$ cat config.mk
export PLATFORM = sky130hd
export DESIGN_NAME = sprite_bounce_engine
export DESIGN_NICKNAME = d
export VERILOG_FILES = /design/src/rtl/sprite_bounce_engine.sv
export SDC_FILE = /design/constraint.sdc
export NUM_CORES = 1
export LEC_CHECK = 0
export CAP_MARGIN = 0
export CORE_MARGIN = 5
export CORE_UTILIZATION = 49
export CTS_BUF_LIST = sky130_fd_sc_hd__clkbuf_16
export DETAILED_ROUTE_END_ITERATION = 7
export GPL_TIMING_DRIVEN = 0
export PLACE_DENSITY = 0.83
export SETUP_SLACK_MARGIN = 0.05
export SLEW_MARGIN = 20
export SYNTH_ARGS = -nofsm -noshare
export SYNTH_HDL_FRONTEND = slang
export SYNTH_SLANG_ARGS = --single-unit
$ cat constraint.sdc
create_clock -name clk -period 4.1 [get_ports clk]
set_input_delay 0.41 -clock clk [delete_from_list [all_inputs] [get_ports clk]]
set_output_delay 0.41 -clock clk [all_outputs]
set_load 0.05 [all_outputs]
$ cat src/rtl/sprite_bounce_engine.sv
// Bouncing-sprite compositor: moves a rectangular sprite once per frame, reflects it off
// the screen edges, and overlays its ROM pixels on a flat background with colour keying.
module sprite_bounce_engine #(
  parameter int unsigned H_RES     = 640,
  parameter int unsigned V_RES     = 480,
  parameter int unsigned SPR_W     = 256,
  parameter int unsigned SPR_H     = 192,
  parameter logic [23:0] BG_COLOR  = 24'h000000,
  parameter logic [23:0] KEY_COLOR = 24'hFF00FF,
  parameter bit          KEY_EN    = 1'b1
) (
  input  logic        clk,
  input  logic        rst,
  input  logic [9:0]  h_addr,
  input  logic [9:0]  v_addr,
  input  logic        valid,
  input  logic        run,
  input  logic [3:0]  step,
  output logic [9:0]  spr_x,
  output logic [9:0]  spr_y,
  input  logic [23:0] sprite_rgb,
  output logic [23:0] vga_data,
  output logic [9:0]  pos_x,
  output logic [9:0]  pos_y,
  output logic        dir_x,
  output logic        dir_y,
  output logic [15:0] bounce_cnt,
  output logic        frame_tick,
  output logic        corner_hit
);

  localparam logic [10:0] XLim   = 11'(H_RES - SPR_W);
  localparam logic [10:0] YLim   = 11'(V_RES - SPR_H);
  localparam logic [10:0] SprW11 = 11'(SPR_W);
  localparam logic [10:0] SprH11 = 11'(SPR_H);
  localparam logic [9:0]  HLast  = 10'(H_RES - 1);
  localparam logic [9:0]  VLast  = 10'(V_RES - 1);

  logic [9:0]  pos_x_q, pos_x_d, pos_y_q, pos_y_d;
  logic        dir_x_q, dir_x_d, dir_y_q, dir_y_d;
  logic [15:0] cnt_q, cnt_d;
  logic        corner_q, corner_d;
  logic        hit, hit_d, valid_d;
  logic        update, bounce_x, bounce_y;
  logic [11:0] nxt_x, nxt_y;

  // Returns {bounce, dir, pos} for one axis; step=0 never moves or bounces.
  function automatic logic [11:0] axis_next(input logic [9:0] pos, input logic dir,
                                            input logic [3:0] stp, input logic [10:0] lim);
    logic [10:0] sum;
    sum = {1'b0, pos} + {7'd0, stp};
    axis_next = {1'b0, dir, pos};
    if (stp != 4'd0) begin
      if (!dir) begin
        if (sum >= lim) axis_next = {1'b1, 1'b1, lim[9:0]};
        else            axis_next = {1'b0, 1'b0, sum[9:0]};
      end else begin
        if (pos <= {6'd0, stp}) axis_next = {1'b1, 1'b0, 10'd0};
        else                    axis_next = {1'b0, 1'b1, pos - {6'd0, stp}};
      end
    end
  endfunction

  assign frame_tick = valid && (h_addr == HLast) && (v_addr == VLast);
  assign update     = frame_tick && run;

  always_comb begin
    nxt_x    = axis_next(pos_x_q, dir_x_q, step, XLim);
    nxt_y    = axis_next(pos_y_q, dir_y_q, step, YLim);
    pos_x_d  = pos_x_q;
    pos_y_d  = pos_y_q;
    dir_x_d  = dir_x_q;
    dir_y_d  = dir_y_q;
    bounce_x = 1'b0;
    bounce_y = 1'b0;
    if (update) begin
      {bounce_x, dir_x_d, pos_x_d} = nxt_x;
      {bounce_y, dir_y_d, pos_y_d} = nxt_y;
    end
    cnt_d    = cnt_q;
    // A corner counts once, so OR the two axis events before incrementing.
    if ((bounce_x || bounce_y) && (cnt_q != 16'hFFFF)) cnt_d = cnt_q + 16'd1;
    corner_d = bounce_x && bounce_y;
  end

  always_ff @(posedge clk or negedge rst) begin
    if (!rst) begin
      pos_x_q  <= '0;
      pos_y_q  <= '0;
      dir_x_q  <= 1'b0;
      dir_y_q  <= 1'b0;
      cnt_q    <= '0;
      corner_q <= 1'b0;
      hit_d    <= 1'b0;
      valid_d  <= 1'b0;
    end else begin
      pos_x_q  <= pos_x_d;
      pos_y_q  <= pos_y_d;
      dir_x_q  <= dir_x_d;
      dir_y_q  <= dir_y_d;
      cnt_q    <= cnt_d;
      corner_q <= corner_d;
      hit_d    <= hit;
      valid_d  <= valid;
    end
  end

  always_comb begin
    hit = ({1'b0, h_addr} >= {1'b0, pos_x_q}) && ({1'b0, h_addr} < ({1'b0, pos_x_q} + SprW11))
       && ({1'b0, v_addr} >= {1'b0, pos_y_q}) && ({1'b0, v_addr} < ({1'b0, pos_y_q} + SprH11));
    spr_x = '0;
    spr_y = '0;
    if (hit) begin
      spr_x = h_addr - pos_x_q;
      spr_y = v_addr - pos_y_q;
    end
  end

  always_comb begin
    vga_data = BG_COLOR;
    if (valid_d && hit_d && !(KEY_EN && (sprite_rgb == KEY_COLOR))) vga_data = sprite_rgb;
  end

  assign pos_x      = pos_x_q;
  assign pos_y      = pos_y_q;
  assign dir_x      = dir_x_q;
  assign dir_y      = dir_y_q;
  assign bounce_cnt = cnt_q;
  assign corner_hit = corner_q;

endmodule

==> metrics.csv <==
metric,value,unit
core-area,9240,µm²
io_pins,136,
fin_skew,7.65,ps
startpoint_type,input pin,
seqPwrFrac,36.6,%
grt_max_degree,31,
p_int,0.759,mW
avgSynthCellArea,8.19,µm²
nFillCells,752,
reg2reg_from,pos_x[0]$_DFFE_PN0P_,
drive_gt1_share,10.4,%
period_needed,3960,ps
die_height,107,µm
hp-class,input pin to asynchronous set/reset pin,
cts_htree_levels,2,
dieArea,11500,µm²
final_util,68.9,%
whs,16.3,ps
power.total,1.11,mW
overflow,0,
io_buffers,135,
grt_pass1_wl,24200,µm
reg2reg_setup_slack,450,ps
drc_errors,0,
final_common_cell,clkdlybuf4s50_1,
final_area,6370,µm²
gp_congestion,0.945,
crit_fanout,10,
placed_cell_area,6230,µm²
globalRouteTotalUtil,25.8,%
ys_warn_count,0,
tightest_slew,712,ps
grt_setup_unrepaired,true,
initial_core_util,50.4,%
ys_seq_area_share,22.0,%
cts_sinks,41,
clock.fmax,253,MHz
cp-end-kind,primary output,
synthDistinctLibCells,72,
antenna_found_initial,0,
p_switching,0.349,mW
p_comb_share,26.3,%
clock_latency,290,ps
cellPowerDensity,174,nW/µm²
seq_area,1030,µm²
leakagePower,2.62,nW
cp_slowest_cell,clkdlybuf4s50_1,
cts_buffers,5,
relSlewSlack,52.2,%
drt.antenna.violating_nets,0,
r2r_cells,11,
multi_input_comb_area,3440,µm²
finalNetCount,818,
synth_area,4650,µm²
dr.first_iter.drc_count,311,
vias,5037,
synth_seq_cells,41,
most-common-layout-cells,"clkdlybuf4s50_1, ha_1, inv_1, dfrtp_1, o21ai_0",
mappedNetlistNets,673,
dp_hpwl,12300,µm
finalCritPeriodShare,96.5,%
netlist_instances,568,
async_flop_share,100,%
clkPwrFrac,37.1,%
maxSlewViolCount,0,
avgRoutedWirePerCell,18.2,µm
final-hold-violation-count,0,
wl,15400,µm
synth-edff-count,0,
fin_setup_tns,0,ps
vdd_ir_drop_max,149,µV
r2r-end,bounce_cnt[1]$_DFFE_PN0P_,
status,completed,
clkSlewWorstSetupHoldPaths,60,ps
cts_tree,built,
root_buffer,clkbuf_16,
setup_viol,0,
p_sw_share,31.5,%
cp_cell_sequence,clkdlybuf4s50_1 > ha_1 > nor2b_1 > o21ai_0 > a21oi_1 > o21a_1 > o21ai_0 > a21oi_1 > a311o_1 > clkbuf_4 > nor4_1 > buf_4,
critPathArrivalTime,3550,ps
critPathMaxStageDelay,480,ps
avgViaCountPerCell,5.98,
num_antenna_cells,0,
cap_violations,0,
row_count,35,
synth_ff_type,dfrtp_1,
critPathKind,input pin to primary output,
die_x,107,µm
worstPathRequired,3690,ps
cts_buffer_depth,2,
areaGrowthSynthToFinish,36.8,%
drt-pass1-iter-count,5,
grt_pass1_vias,4842,
[registers in the layout, indices dropped and copies added (netlist names)]
register / flops
hit_d: 1
corner_hit: 1
dir_x: 1
pos_y: 10
bounce_cnt: 16
pos_x: 10
dir_y: 1
valid_d: 1
[power groups by stage]
stage	Clock (mW)	Combinational, mW	Sequential, mW
finish	0.411	0.291	0.406
global route	0.435	0.313	0.405
CTS	0.416	0.287	0.405
detailed placement	0	0.287	0.413
global placement	0	0.279	0.413
floorplan	0	0.165	0.413
[stage by stage]
stage               instances  worst slack, ps
floorplan                 568             -587
global placement          832             -492
detailed placement        833             -565
CTS                       841             50.2
global route              843            -16.3
finish                    843              145
[worst max-delay path by stage]
stage / startpoint / end / slack (ps) / cells past startpoint
finish: h_addr[1] / spr_y[7] / 140 / 12
floorplan: pos_x[1]$_DFFE_PN0P_ / spr_x[7] / -590 / 11
global placement: h_addr[0] / spr_x[8] / -490 / 15
detailed placement: h_addr[0] / spr_y[4] / -560 / 15
CTS: pos_x[1]$_DFFE_PN0P_ / spr_y[7] / 50 / 12
global route: h_addr[0] / spr_y[4] / -20 / 15
[synthesized netlist by cell type (4+ instances only)]
master | number | area (µm²)
a211oi_1 | 8 | 60.1
a21o_1 | 12 | 90.1
a21oi_1 | 30 | 150
a31oi_1 | 11 | 68.8
and2_1 | 29 | 181
and3_1 | 9 | 56.3
clkbuf_1 | 20 | 75.1
dfrtp_1 | 41 | 1030
fa_1 | 6 | 120
ha_1 | 47 | 588
inv_1 | 40 | 150
nand2_1 | 29 | 109
nand2b_1 | 5 | 31.3
nand3_1 | 20 | 100
nand4_1 | 12 | 75.1
nand4b_1 | 4 | 35.0
nor2_1 | 34 | 128
nor2b_1 | 8 | 50.1
nor3_1 | 27 | 135
nor3_2 | 4 | 40.0
nor3b_1 | 7 | 52.6
nor4_1 | 5 | 31.3
nor4b_1 | 5 | 43.8
o21a_1 | 9 | 67.6
o21ai_0 | 40 | 200
o31ai_1 | 6 | 45.0
or3_1 | 4 | 25.0
xnor2_1 | 13 | 114
xor2_1 | 15 | 131
[worst max-delay path: cells and delay by family]
family	cells	cell delay, ps
AOI/OAI and AO/OA	6	1280
buffers and inverters	3	970
and+or+nand+nor	2	530
adders and majority gates	1	340
[kinds of logic after synthesis]
| kind of cell | after synthesis | synth area share (%) |
|---|---|---|
| compound gates | 160 | 24.0 |
| fa+ha+maj | 53 | 15.2 |
| buf+inv | 64 | 5.51 |
| mux | 5 | 1.18 |
| simple gates | 217 | 26.8 |
| flops | 41 | 22.0 |
| xor+xnor | 28 | 5.27 |
[timing repair]
item | CTS | global route
endpoints found under the setup margin | 20 | 23
gates resized for setup | 69 | 35
setup buffers | 0 | 2
hold buffers | 0 | 0
cloned | 0 | 0
pin swaps | 0 | 1
[layer usage]
| metal | track usage (%) | share of wire, % |
|---|---|---|
| met1 | 33.2 | 41 |
| met2 | 43.6 | 47 |
| met3 | 4.14 | 8.5 |
| met4 | 9.29 | 2.9 |
| met5 | 0 | 0 |
[layout make-up]
| cell class | count | area share (%) |
|---|---|---|
| Multi-Input combinational cell | 463 | 54.0 |
| Timing Repair Buffer | 138 | 20.8 |
| Sequential cell | 41 | 16.1 |
| Tap cell | 129 | 2.53 |
| Inverter | 41 | 2.42 |
| Clock buffer | 5 | 1.97 |
| Buffer | 23 | 1.75 |
| Clock inverter | 3 | 0.393 |
Note: power is estimated with default switching activity, not from simulation.
